File: src/rtl/pipelined_adder.sv
// Pipelined WIDTH-bit adder with carry-in, carry-out and signed overflow. Each stage ripples one CHUNK.
// The whole pipeline advances together; out_ready low freezes every stage. in_ready is combinational from out_ready.
module pipelined_adder #(
  parameter int WIDTH  = 16,
  parameter int STAGES = 4
) (
  input  logic             clk,
  input  logic             rst,
  input  logic             in_valid,
  output logic             in_ready,
  input  logic [WIDTH-1:0] a,
  input  logic [WIDTH-1:0] b,
  input  logic             cin,
  output logic             out_valid,
  input  logic             out_ready,
  output logic [WIDTH-1:0] sum,
  output logic             cout,
  output logic             ovf
);
  localparam int CHUNK = WIDTH / STAGES;

  if (WIDTH < 1 || STAGES < 1 || STAGES > WIDTH || (WIDTH % STAGES) != 0) begin : g_bad_cfg
    $error("pipelined_adder: WIDTH must be a positive multiple of STAGES");
  end

  // {carry, sum}
  function automatic logic [1:0] full_add(input logic x, input logic y, input logic ci);
    return {(x & y) | (ci & (x ^ y)), x ^ y ^ ci};
  endfunction

  logic             v_q   [STAGES];
  logic             c_q   [STAGES];
  logic [WIDTH-1:0] s_q   [STAGES];
  logic [WIDTH-1:0] a_q   [STAGES];
  logic [WIDTH-1:0] b_q   [STAGES];
  logic             ovf_q;

  logic             c_nxt [STAGES];
  logic [WIDTH-1:0] s_nxt [STAGES];
  logic             c_msb;
  logic             en;

  assign en       = !out_valid || out_ready;
  assign in_ready = en;

  // Stage k adds chunk k of its operand copy on top of the sum bits already produced upstream.
  always_comb begin
    logic [WIDTH-1:0] x;
    logic [WIDTH-1:0] y;
    logic             c;
    logic [1:0]       fa;
    c_msb = 1'b0;
    x     = '0;
    y     = '0;
    c     = 1'b0;
    fa    = '0;
    for (int k = 0; k < STAGES; k++) begin
      if (k == 0) begin
        x        = a;
        y        = b;
        c        = cin;
        s_nxt[k] = '0;
      end else begin
        x        = a_q[k-1];
        y        = b_q[k-1];
        c        = c_q[k-1];
        s_nxt[k] = s_q[k-1];
      end
      for (int i = 0; i < CHUNK; i++) begin
        if (k == STAGES-1 && i == CHUNK-1) c_msb = c;
        fa                    = full_add(x[k*CHUNK+i], y[k*CHUNK+i], c);
        s_nxt[k][k*CHUNK+i]   = fa[0];
        c                     = fa[1];
      end
      c_nxt[k] = c;
    end
  end

  always_ff @(posedge clk) begin
    if (rst) begin
      ovf_q <= 1'b0;
      for (int k = 0; k < STAGES; k++) begin
        v_q[k] <= 1'b0;
        c_q[k] <= 1'b0;
        s_q[k] <= '0;
        a_q[k] <= '0;
        b_q[k] <= '0;
      end
    end else if (en) begin
      ovf_q <= c_nxt[STAGES-1] ^ c_msb;
      for (int k = 0; k < STAGES; k++) begin
        c_q[k] <= c_nxt[k];
        s_q[k] <= s_nxt[k];
        if (k == 0) begin
          v_q[k] <= in_valid;
          a_q[k] <= a;
          b_q[k] <= b;
        end else begin
          v_q[k] <= v_q[k-1];
          a_q[k] <= a_q[k-1];
          b_q[k] <= b_q[k-1];
        end
      end
    end
  end

  assign out_valid = v_q[STAGES-1];
  assign sum       = s_q[STAGES-1];
  assign cout      = c_q[STAGES-1];
  assign ovf       = ovf_q;

endmodule

File: config.mk
export PLATFORM = sky130hd
export DESIGN_NAME = pipelined_adder
export DESIGN_NICKNAME = d
export VERILOG_FILES = /design/src/rtl/pipelined_adder.sv
export SDC_FILE = /design/constraint.sdc
export NUM_CORES = 1
export LEC_CHECK = 0
export CAP_MARGIN = 10
export CORE_AREA = 10 10 130 132
export CTS_CLUSTER_SIZE = 14
export DETAILED_ROUTE_END_ITERATION = 16
export DIE_AREA = 0 0 140 142
export SLEW_MARGIN = 20
export SYNTH_ARGS = -nofsm -noshare
export SYNTH_HDL_FRONTEND = slang
export SYNTH_SLANG_ARGS = --single-unit
File: constraint.sdc
create_clock -name clk -period 3.8 [get_ports clk]
set_input_delay 0.57 -clock clk [delete_from_list [all_inputs] [get_ports clk]]
set_output_delay 0.57 -clock clk [all_outputs]
set_load 0.01 [all_outputs]
==> flow_summary.yaml <==
critical_path:
  worst_ep_arrival_time_ns: 2.85
  cpMostUsedCell: "fa_1"
  endpoint_kind: "register"
  cp_max_fo: 2
  startpoint_type: "register"
  cp_slowest_cell: "fa_1"
  cp.required_ns: 3.98
  cp_slowest_stage_delay_ns: 0.53
  cp_cell_sequence: "inv_1 > fa_1 > inv_1 > fa_1 > fa_1 > fa_1 > xnor2_1 > a211oi_2"
  crit_type: "reg -> reg"
yosys:
  ys_types: 16
  syn-num-nets: 315
  ys_async_sr_fraction_pct: 0
  ys_top_cells_by_area: "edfxtp_1, nor3b_1, fa_1"
  ys_ff_latch: 97
  synth-main-ff-cell: "edfxtp_1"
  synth_area_um2: 4240
  yosys.area.top_type: "edfxtp_1"
  synthesis.yosys.warnings: 0
  syn_inst: 262
  syn_avg_cell_area_um2: 16.2
  ys_seq_area_share_pct: 68.5
  synth_edf_count: 96
  synth_top_area_share_pct: 68.0
floorplan:
  die_h_um: 142
  io_pins: 57
  rows: 44
  die-width_um: 140
  die-area_um2: 19900
  start_util_pct: 29.6
  coreArea_um2: 14300
routing:
  first_pass_iters: 4
  vias: 2159
  wirelength_um: 7260
  vias_per_cell: 4.31
  drc: 0
  wire_per_inst_um: 14.5
  antenna_left: 0
  drt_iter0_drc: 109
power_and_ir_drop:
  pwr-share-comb_pct: 7.8
  internal_power_mw: 1.79
  clockPowerShare_pct: 36.0
  vdd_drop_max_v: 0.000170
  p_leak_nw: 1.91
  p_sw_share_pct: 20.4
  net-switching-power_mw: 0.458
  p_per_area_nw_per_um2: 432
  seqPwrFrac_pct: 56.2
timing:
  finalHoldViolCount: 0
  setup_viol: 0
  rsz0062_at_grt: "no"
  report.final.slew_viol_count: 0
  worstMarginPinSlew_ns: 1.04
  slew_headroom_pct: 30.4
  finalCritPeriodShare_pct: 70.4
  hold_slack_ns: 0.574
  skew_ns: 0.00645
  clock.fmax_mhz: 374
  finalSetupTns_ns: 0
  period_minus_slack_ns: 2.68
cells_and_area:
  nNetsFinal: 365
  mostFrequentLayoutCell: "edfxtp_1"
  most-common-layout-cells: "edfxtp_1, nor3b_1, clkdlybuf4s50_1, inv_1, fa_1"
  fin_cells: 501
  finalCoreUtilization_pct: 36.4
  drive_above_1_share_pct: 9.78
  syn_to_final_growth_pct: 22.8
  diodes: 0
  fin_area_um2: 5210
clock_network:
  cts_buffers: 9
  clock_path_buffers: 2
  cts-resized-gates: 0
  cts.sinks: 97
  post_cts_buffers: 0
  htree_levels: 3
  cts_root_buf: "clkbuf_16"
  cts_hold_buf: 0
  clkLatencyLatePin_ns: 0.34
  clk_pin_slew_worst_paths_ns: 0.06
  cts_tree: "done"
global_route:
  grt_overflow: 0
  grt_pass1_vias: 2348
  grt_pass1_wl_um: 12400
  grt_max_degree: 98
  grt_use_total_pct: 7.71
  antenna_found_initial: 0
job:
  cap_violations: 0
placement:
  port_buffers: 56
  place_hpwl_um: 4440
  gp_congestion: 0.689
  dp.cells: 485
  place_area_um2: 4950
min_path:
  hold_class: "reg -> reg"
run_status:
  status: "completed"
[final cells by class]
cell class,count,area [um2]
clock buffer,13,240
fill,1391,9110
clock inverter,3,17.5
inverter,26,97.6
sequential,97,2900
tap,184,230
multi-input combinational,117,1120
timing repair buffer,61,596
[metrics by stage]
| stage | total power, mW | setup WS (ns) |
|---|---|---|
| finish | 2.25 | 1.12 |
| global route | 2.34 | 0.963 |
| CTS | 2.28 | 1.08 |
| detailed placement | 1.47 | 0.931 |
| global placement | 1.46 | 1.00 |
| floorplan | 1.38 | 0.118 |
[Yosys cell counts, types with 2 or more instances]
master,n
buf_4,2
fa_1,16
nor3b_1,77
clkbuf_1,6
buf_2,10
buf_6,4
edfxtp_1,96
inv_1,25
nor3b_2,10
nor3_1,10
[metal layers]
metal | wire, um | GRT usage (%)
met3 | 321 | 3.00
met2 | 3340 | 11.2
met5 | 0 | 0
met4 | 110 | 3.26
met1 | 3480 | 9.98
[state kept, by name (all words and copies together) (netlist names)]
signal and cells:
s_q 40, c_q 4, a_q 24, ovf 1, b_q 24, v_q 4
[power by group through the flow]
stage               registers [mW]  clock network (mW)  logic, mW
global route                  1.27               0.875      0.199
detailed placement            1.29                   0      0.179
global placement              1.29                   0      0.177
CTS                           1.26               0.830      0.181
finish                        1.26               0.810      0.176
floorplan                     1.29                   0     0.0955
[worst paths after layout]
check | startpoint | to | slack [ns] | cells past startpoint
max | c_q[0][2] | ovf | 1.12 | 8
min | v_q[2] | v_q[3] | 0.57 | 1
max reg2reg | c_q[0][2] | ovf | 1.12 | 8
min reg2reg | v_q[2] | v_q[3] | 0.57 | 1
[worst max-delay path, delay by kind of cell (launching register included)]
family	cells	cell delay, ns
buffers and inverters	2	0.16
flip-flops	1	0.36
adder cells (fa/ha/maj)	4	1.62
AO/OA/AOI/OAI	1	0.10
XOR/XNOR	1	0.26
[kinds of logic (layout without fill, tap and decap cells)]
family	after synthesis	in the layout	synth area share [%]
simple gates	99	99	18.1
flops	97	97	68.5
buf+inv	48	103	5.43
fa+ha+maj	16	16	7.55
compound gates	1	1	0.295
xor+xnor	1	1	0.207
No activity file was read; power rests on OpenSTA's default activity.
